[src/rtl/max_exp_group_seq.sv]
// ---------------------------------------------------------------------------
// max_exp_group_seq
//   Sequential max-exponent finder used for block-floating-point alignment
//   ahead of the MAC array. One exponent per accepted beat goes through a
//   single shared comparator/mux pair. After GROUP_SIZE beats the group
//   maximum is presented on o_max_exp with o_valid. The result is held
//   until downstream takes it. This trades throughput (one group per
//   GROUP_SIZE+1 cycles at best) for the area of an unrolled compare tree.
//
// Parameters
//   EXP_W       exponent width, compared as an unsigned number
//   GROUP_SIZE  elements per group, 1..255
//   CNT_W       element counter width, 2**CNT_W > GROUP_SIZE
//
// Ports
//   i_clk      in   1      clock, rising edge
//   i_rst_n    in   1      asynchronous active-low reset
//   i_clear    in   1      synchronous abort of the current group/result
//   i_valid    in   1      upstream exponent valid
//   o_ready    out  1      an exponent can be accepted this cycle
//   i_exp      in   EXP_W  exponent beat
//   o_valid    out  1      group result valid (registered)
//   i_ready    in   1      downstream accepts the result
//   o_max_exp  out  EXP_W  maximum exponent of the last completed group
//   o_count    out  CNT_W  elements accepted so far in the current group
//   o_busy     out  1      group in progress or result pending
// ---------------------------------------------------------------------------
module max_exp_group_seq #(
  parameter int EXP_W      = 6,
  parameter int GROUP_SIZE = 9,
  parameter int CNT_W      = 8
) (
  input  logic             i_clk,
  input  logic             i_rst_n,
  input  logic             i_clear,
  input  logic             i_valid,
  output logic             o_ready,
  input  logic [EXP_W-1:0] i_exp,
  output logic             o_valid,
  input  logic             i_ready,
  output logic [EXP_W-1:0] o_max_exp,
  output logic [CNT_W-1:0] o_count,
  output logic             o_busy
);

  typedef enum logic {
    ACCUM = 1'b0,
    DONE  = 1'b1
  } state_t;

  // Counter value of the beat that closes a group.
  localparam logic [CNT_W-1:0] LAST_IDX = CNT_W'(GROUP_SIZE - 1);

  // First beat of a group loads unconditionally; afterwards only a strictly
  // larger exponent replaces the running max, so ties keep the old value.
  function automatic logic [EXP_W-1:0] max_sel(
    input logic [EXP_W-1:0] cur,
    input logic [EXP_W-1:0] cand,
    input logic             first
  );
    logic [EXP_W-1:0] res;
    if (first)
      res = cand;
    else if (cand > cur)
      res = cand;
    else
      res = cur;
    return res;
  endfunction

  state_t           state_p0;
  logic [CNT_W-1:0] cnt_p0;
  logic [EXP_W-1:0] run_max_p0;
  logic [EXP_W-1:0] max_exp_p0;
  logic             vld_p0;

  logic             accept;
  logic             last_beat;
  logic [EXP_W-1:0] next_max;

  always_comb begin
    accept    = 1'b0;
    last_beat = 1'b0;
    next_max  = run_max_p0;
    accept    = i_valid && (state_p0 == ACCUM);
    last_beat = (cnt_p0 == LAST_IDX);
    next_max  = max_sel(run_max_p0, i_exp, (cnt_p0 == '0));
  end

  // ---- stage p0: accumulate / hold result ----
  always_ff @(posedge i_clk or negedge i_rst_n) begin
    if (!i_rst_n) begin
      state_p0   <= ACCUM;
      cnt_p0     <= '0;
      run_max_p0 <= '0;
      max_exp_p0 <= '0;
      vld_p0     <= 1'b0;
    end else if (i_clear) begin
      // Abort wins over a same-cycle beat or result handshake; the last
      // published maximum is deliberately left in place.
      state_p0 <= ACCUM;
      cnt_p0   <= '0;
      vld_p0   <= 1'b0;
    end else begin
      case (state_p0)
        ACCUM: begin
          if (accept) begin
            run_max_p0 <= next_max;
            if (last_beat) begin
              state_p0   <= DONE;
              cnt_p0     <= '0;
              max_exp_p0 <= next_max;
              vld_p0     <= 1'b1;
            end else begin
              cnt_p0 <= cnt_p0 + CNT_W'(1);
            end
          end
        end
        DONE: begin
          if (i_ready) begin
            state_p0 <= ACCUM;
            vld_p0   <= 1'b0;
          end
        end
        default: begin
          state_p0 <= ACCUM;
          cnt_p0   <= '0;
          vld_p0   <= 1'b0;
        end
      endcase
    end
  end

  // ---- outputs: registered result, state decodes ----
  assign o_valid   = vld_p0;
  assign o_max_exp = max_exp_p0;
  assign o_count   = cnt_p0;
  assign o_ready   = (state_p0 == ACCUM);
  assign o_busy    = (cnt_p0 != '0) || vld_p0;

endmodule

[config.mk]
export PLATFORM = sky130hd
export DESIGN_NAME = max_exp_group_seq
export DESIGN_NICKNAME = d
export VERILOG_FILES = /design/src/rtl/max_exp_group_seq.sv
export SDC_FILE = /design/constraint.sdc
export NUM_CORES = 1
export LEC_CHECK = 0
export ABC_CLOCK_PERIOD_IN_PS = 2300
export BUFFER_PORTS_ARGS = -buffer_cell sky130_fd_sc_hd__buf_2
export CAP_MARGIN = 40
export CORE_MARGIN = 4
export CORE_UTILIZATION = 35
export CTS_BUF_LIST = sky130_fd_sc_hd__clkbuf_16
export DETAILED_ROUTE_END_ITERATION = 7
export PLACE_DENSITY = 0.65
export SKIP_CTS_REPAIR_TIMING = 1
export SYNTH_ARGS = -nofsm -noshare
export SYNTH_HDL_FRONTEND = slang
export SYNTH_SLANG_ARGS = --single-unit
[constraint.sdc]
create_clock -name i_clk -period 2.3 [get_ports i_clk]
set_input_delay 0.23 -clock i_clk [delete_from_list [all_inputs] [get_ports i_clk]]
set_output_delay 0.23 -clock i_clk [all_outputs]
set_load 0.005 [all_outputs]
== Word-level counts from Yosys, hierarchy flattened ==
Cells that the tools add are included.

* $add $sub $neg: 1
* Magnitude comparators: 1
* Equal/unequal tests: 5
* Mux-type cells: 16
* Bitwise logic cells: 2
* Reduce and logical (&&, ||, !) cells: 9

{| class="wikitable"
|+ Operators by type and width
! cell !! count
|-
| $mux 8 || 4
|-
| $mux 6 || 2
|-
| $add 8x1->8 const B || 1
|-
| $eq 8x4->1 const B || 1
|-
| $logic_not 8->1 || 1
|-
| $mux 1 || 8
|-
| $reduce_bool 8->1 || 1
|-
| $gt 6x6->1 || 1
|-
| $ne 3x2->1 const B || 2
|-
| $reduce_and 3->1 || 2
|-
| $pmux 1 s2 || 2
|-
| $reduce_and 4->1 || 1
|-
| $ne 3x3->1 const B || 1
|-
| $ne 2x2->1 const B || 1
|-
| $not 1->1 || 2
|-
| $reduce_and 2->1 || 1
|-
| $reduce_bool 2->1 || 1
|-
| $logic_and 1x1->1 || 1
|-
| $logic_or 1x1->1 || 1
|}

* Flip-flop bits (word level): 22
* Bits of input ports: 11
* Output and inout port bits: 17
* Word-level logic and storage cells: 39

== Logic depth before layout (Yosys ltp) ==
* Word-level depth: 5
* Gate-level depth with buffers: 8
* Gate-level depth less buffers: 7

== Worst setup path after synthesis ==
No wires, ideal clock.

* Path type: reg2reg
* From: reg run_max_p0[5]
* To: reg run_max_p0[1]
* Setup time: 125 ps
* Arrival: 1,734 ps
* Data required time: 2,175 ps
* Path slack: 441 ps
* Stages on the path, launching flop included: 8
* Buffers on the path: 0
* Period minus slack after synthesis: 1,859 ps
* Cells stage by stage: dfrtp_1 inv_1 ha_1 nand4_1 nor2_1 o31ai_1 o21ai_1 mux2_2

* Cells in the longest elaborated chain, start to end: 3

{| class="wikitable"
|+ Ends and longest elaborated chain
! what !! RTL line !! text
|-
| start: declaration || 73 || <nowiki>logic [EXP_W-1:0] run_max_p0;</nowiki>
|-
| start signal: assignment || 108 || <nowiki>run_max_p0 <= next_max;</nowiki>
|-
| $gt 6x6->1 || 64 || <nowiki>else if (cand > cur)</nowiki>
|-
| $mux 6 || 64 ||
|-
| $mux 6 || 62 || <nowiki>if (first)</nowiki>
|}

No other way between the ends.
A chain may end at the register's enable or synchronous reset.

== Worst setup path in the final report ==
* From: reg cnt_p0[0] (netlist: o_count[0])
* To: reg max_exp_p0[0] (netlist: o_max_exp[0])

* Cells in the longest elaborated chain, start to end: 2
* Elaborated cells between the ends (all ways): 4
* Those cells by class: 1 x eq/ne; 1 x mux; 2 x reduce/logical

{| class="wikitable"
|+ Ends and longest elaborated chain
! what !! RTL line !! text
|-
| start: declaration || 72 || <nowiki>logic [CNT_W-1:0] cnt_p0;</nowiki>
|-
| start signal: assignment || 115 || <nowiki>cnt_p0 <= cnt_p0 + CNT_W'(1);</nowiki>
|-
| $eq 8x4->1 / $logic_not 8->1 (equally long branches) || 86, 87 ||
|-
| $reduce_and 4->1 (no line) / $mux 6 (equally long branches) || -- ||
|-
| end signal: assignment || 112 || <nowiki>max_exp_p0 <= next_max;</nowiki>
|-
| end: declaration || 74 || <nowiki>logic [EXP_W-1:0] max_exp_p0;</nowiki>
|}

Parallel ways exist; a longest one is shown, timed or not.

==> metrics.md <==
| Metric | Value |
|---|---|
| Status | finished, final reports clean |
| Synth unique cells | 33 |
| Slew margin rel. | 0.670 |
| Slew Viols, Final | 0 |
| Setup crit start kind | register |
| Port Buf Inserts | 27 |
| # IOs | 28 |
| Die area | 4580 sq um |
| Crit-path cells | inv_1 > ha_1 > nor4b_4 > nand3_2 > nor3_2 > or4b_1 > nand3_1 |
| CTS tree | built |
| Setup crit start | o_count[0] |
| Number of flops mapped to enable cells by yosys | 0 |
| Post-synthesis sequential area ratio | 0.442 |
| Total Negative Setup Slacks | 0 ps |
| Initial Utilization | 0.367 |
| Layout Nets | 184 |
| Max Cap Violations | 0 |
| Root buf cell | clkbuf_16 |
| Initial drt markers | 86 |
| Crit path max fanout | 7 |
| Cell Pwr Density | 686 nW/um^2 |
| Pre-antenna DRT Iters | 4 |
| RSZ-0062 raised after global routing | false |
| Synth area leader | dfrtp_1 |
| DRC errors left | 0 |
| Crit-path max cell delay | 470 ps |
| Adder-Cell Fraction of Synth Area | 0.0804 |
| Number of global-route vias before repair | 1058 |
| Yosys warning total | 0 |
| First-pass GRT wire length | 4770 um |
| VDD IR max | 0.306 mV |
| Core Box Area | 3390 sq um |
| Ratio of cells with drive above 1 in the final layout | 0.264 |
| WL final | 2820 um |
| Synth Instances | 132 |
| Final Critical Period | 1960 ps |
| Placement Setup Slack | 376 ps |
| Synth top area share | 0.442 |
| Top cells by area, synth | dfrtp_1, ha_1, mux2_2 |
| Worst Max-Slew Pin Slew | 495 ps |
| Initial antenna violation count | 0 |
| Design Power | 1.05 mW |
| Largest net degree at the start of global routing | 23 |
| Synth Area in Simple Gates | 0.230 |
| FMAX | 509 MHz |
| Die width | 67.6 um |
| Drt via density | 5.24 |
| Routed len/inst | 13.5 um |
| GRT Overall Usage | 0.138 |
| P_leak | 0.758 nW |
| CTS Sinks | 22 |
| Final worst slack | 337 ps |
| Placed insts | 205 |
| Worst-path clk slew | 60 ps |
| WP data arrival | 2150 ps |
| Synthesized area | 1240 sq um |
| Worst Hold Class | in2reg |
| XOR/XNOR Fraction of Synth Area | 0.0281 |
| P&R area growth vs syn | 23.4% |
| Clock latency on the worst-skew pair | 250 ps |
| Synth top cells by count | dfrtp_1, nor2_1, inv_1, o21ai_0, ha_1 |
| Asr flop ratio synth | 1.00 |
| Most frequent cell after synthesis | dfrtp_1 |
| Ys flop type | dfrtp_1 |
| Final hold violations | 0 |
| Die Y | 67.6 um |
| Worst Hold Launch | i_exp[2] |
| Worst Setup End Kind | register |
| Seq cells post-synth | 22 |
| Final critical-path share of the clock period | 0.853 |
| Net count after synthesis | 151 |
| Post-DP HPWL | 2230 um |
| Average size of a mapped cell | 9.43 sq um |
| Design Area, Final | 1540 sq um |
| Post-synthesis mux area share | 0.0533 |
| # rows | 21 |
| GP Congestion | 0.855 |
| Critical Path RT | 2490 ps |
| Kind of critical path | reg2reg |
| Placed instance area | 1450 sq um |
| Ant. Diodes | 0 |
| Via count | 1096 |
| Clock Path Buffers | 2 |
| Layout Utilization | 0.453 |
| Compound-Gate Fraction of Synth Area | 0.120 |
| GR Overflow Total | 0 |
| Final Non-Filler Cells | 209 |
| Final hold slack | 249 ps |
| Origin of the critical flop-to-flop path | o_count[0] |
| Largest family of logic cells by synthesized area | simple AND/OR/NAND/NOR gates |
| CTS Buf Count | 3 |
| Final setup viols | 0 |
| H-Tree Depth | 1 |
| Clk_skew | 1.61 ps |
| Slowest-stage cell, CP | or4b_1 |
| ANT nets after route | 0 |
-- worst max-delay path, delay by kind of cell, from the launching register on --
family | cells | cell delay (ps)
adders and majority gates | 1 | 150
buffers and inverters | 1 | 110
DFF | 1 | 450
and+or+nand+nor | 5 | 1200
-- logic make-up (layout without fill, tap and decap cells) --
group / Yosys count / in the layout
AO/OA/AOI/OAI: 26 / 26
XOR/XNOR: 4 / 4
adder cells (fa/ha/maj): 8 / 8
buffers and inverters: 15 / 46
flip-flops: 22 / 22
multiplexers: 6 / 6
AND/OR/NAND/NOR: 51 / 51
-- where the power goes --
part           switching, mW  total [mW]  internal, mW  leakage, nW
clock                  0.129       0.358         0.229       0.0370
sequential            0.0221       0.447         0.425        0.287
combinational          0.137       0.249         0.112        0.434
total                  0.288        1.05         0.766        0.758
-- cells in the final DEF, fill, tap and decap left out, drive strengths merged, types with 3 or more instances in the layout --
cell,Yosys,final
or3,6,6
nor2,15,15
nor3,4,4
inv,11,11
xor2,3,3
buf,1,31
a21oi,6,6
clkbuf,3,3
a31oi,5,5
nor2b,3,3
mux2,5,5
nand3,4,4
dfrtp,22,22
nand4,4,4
nand2,7,7
ha,8,8
nand2b,3,3
o21ai,10,10
-- metal layers --
| metal | vias up | part of all wire | wire (um) | global-route usage |
|---|---|---|---|---|
| met3 | 8 | 0.043 | 121 | 0.0266 |
| met2 | 29 | 0.50 | 1420 | 0.245 |
| met1 | 529 | 0.44 | 1230 | 0.162 |
| met4 | 0 | 0.018 | 52 | 0.0532 |
| li1 | 530 | - | - | - |
| met5 | - | 0 | 0 | 0 |
-- cell type report --
cell class | instances | area (sq um)
clock buffer | 3 | 75.1
fill | 333 | 1850
inverter | 11 | 41.3
multi-input combinational | 95 | 637
sequential | 22 | 551
tap | 46 | 57.6
timing repair buffer | 32 | 175
-- sequential cells by signal, summed over array words and instances, names as in the netlist --
name        flops
run_max_p0      6
o_max_exp       6
state_p0        1
o_valid         1
o_count         8
-- path summary, 6_finish.rpt --
check	end	slack, ps	cells after the start
worst min-delay path	run_max_p0[2]	250	2
worst max register to register	o_max_exp[0]	340	7
min in group asynchronous	o_count[5]	480	2
max in group asynchronous	run_max_p0[4]	1490	2
worst max-delay path	o_max_exp[0]	340	7
worst min register to register	run_max_p0[2]	500	1
Power figures use the tool's default switching activity.
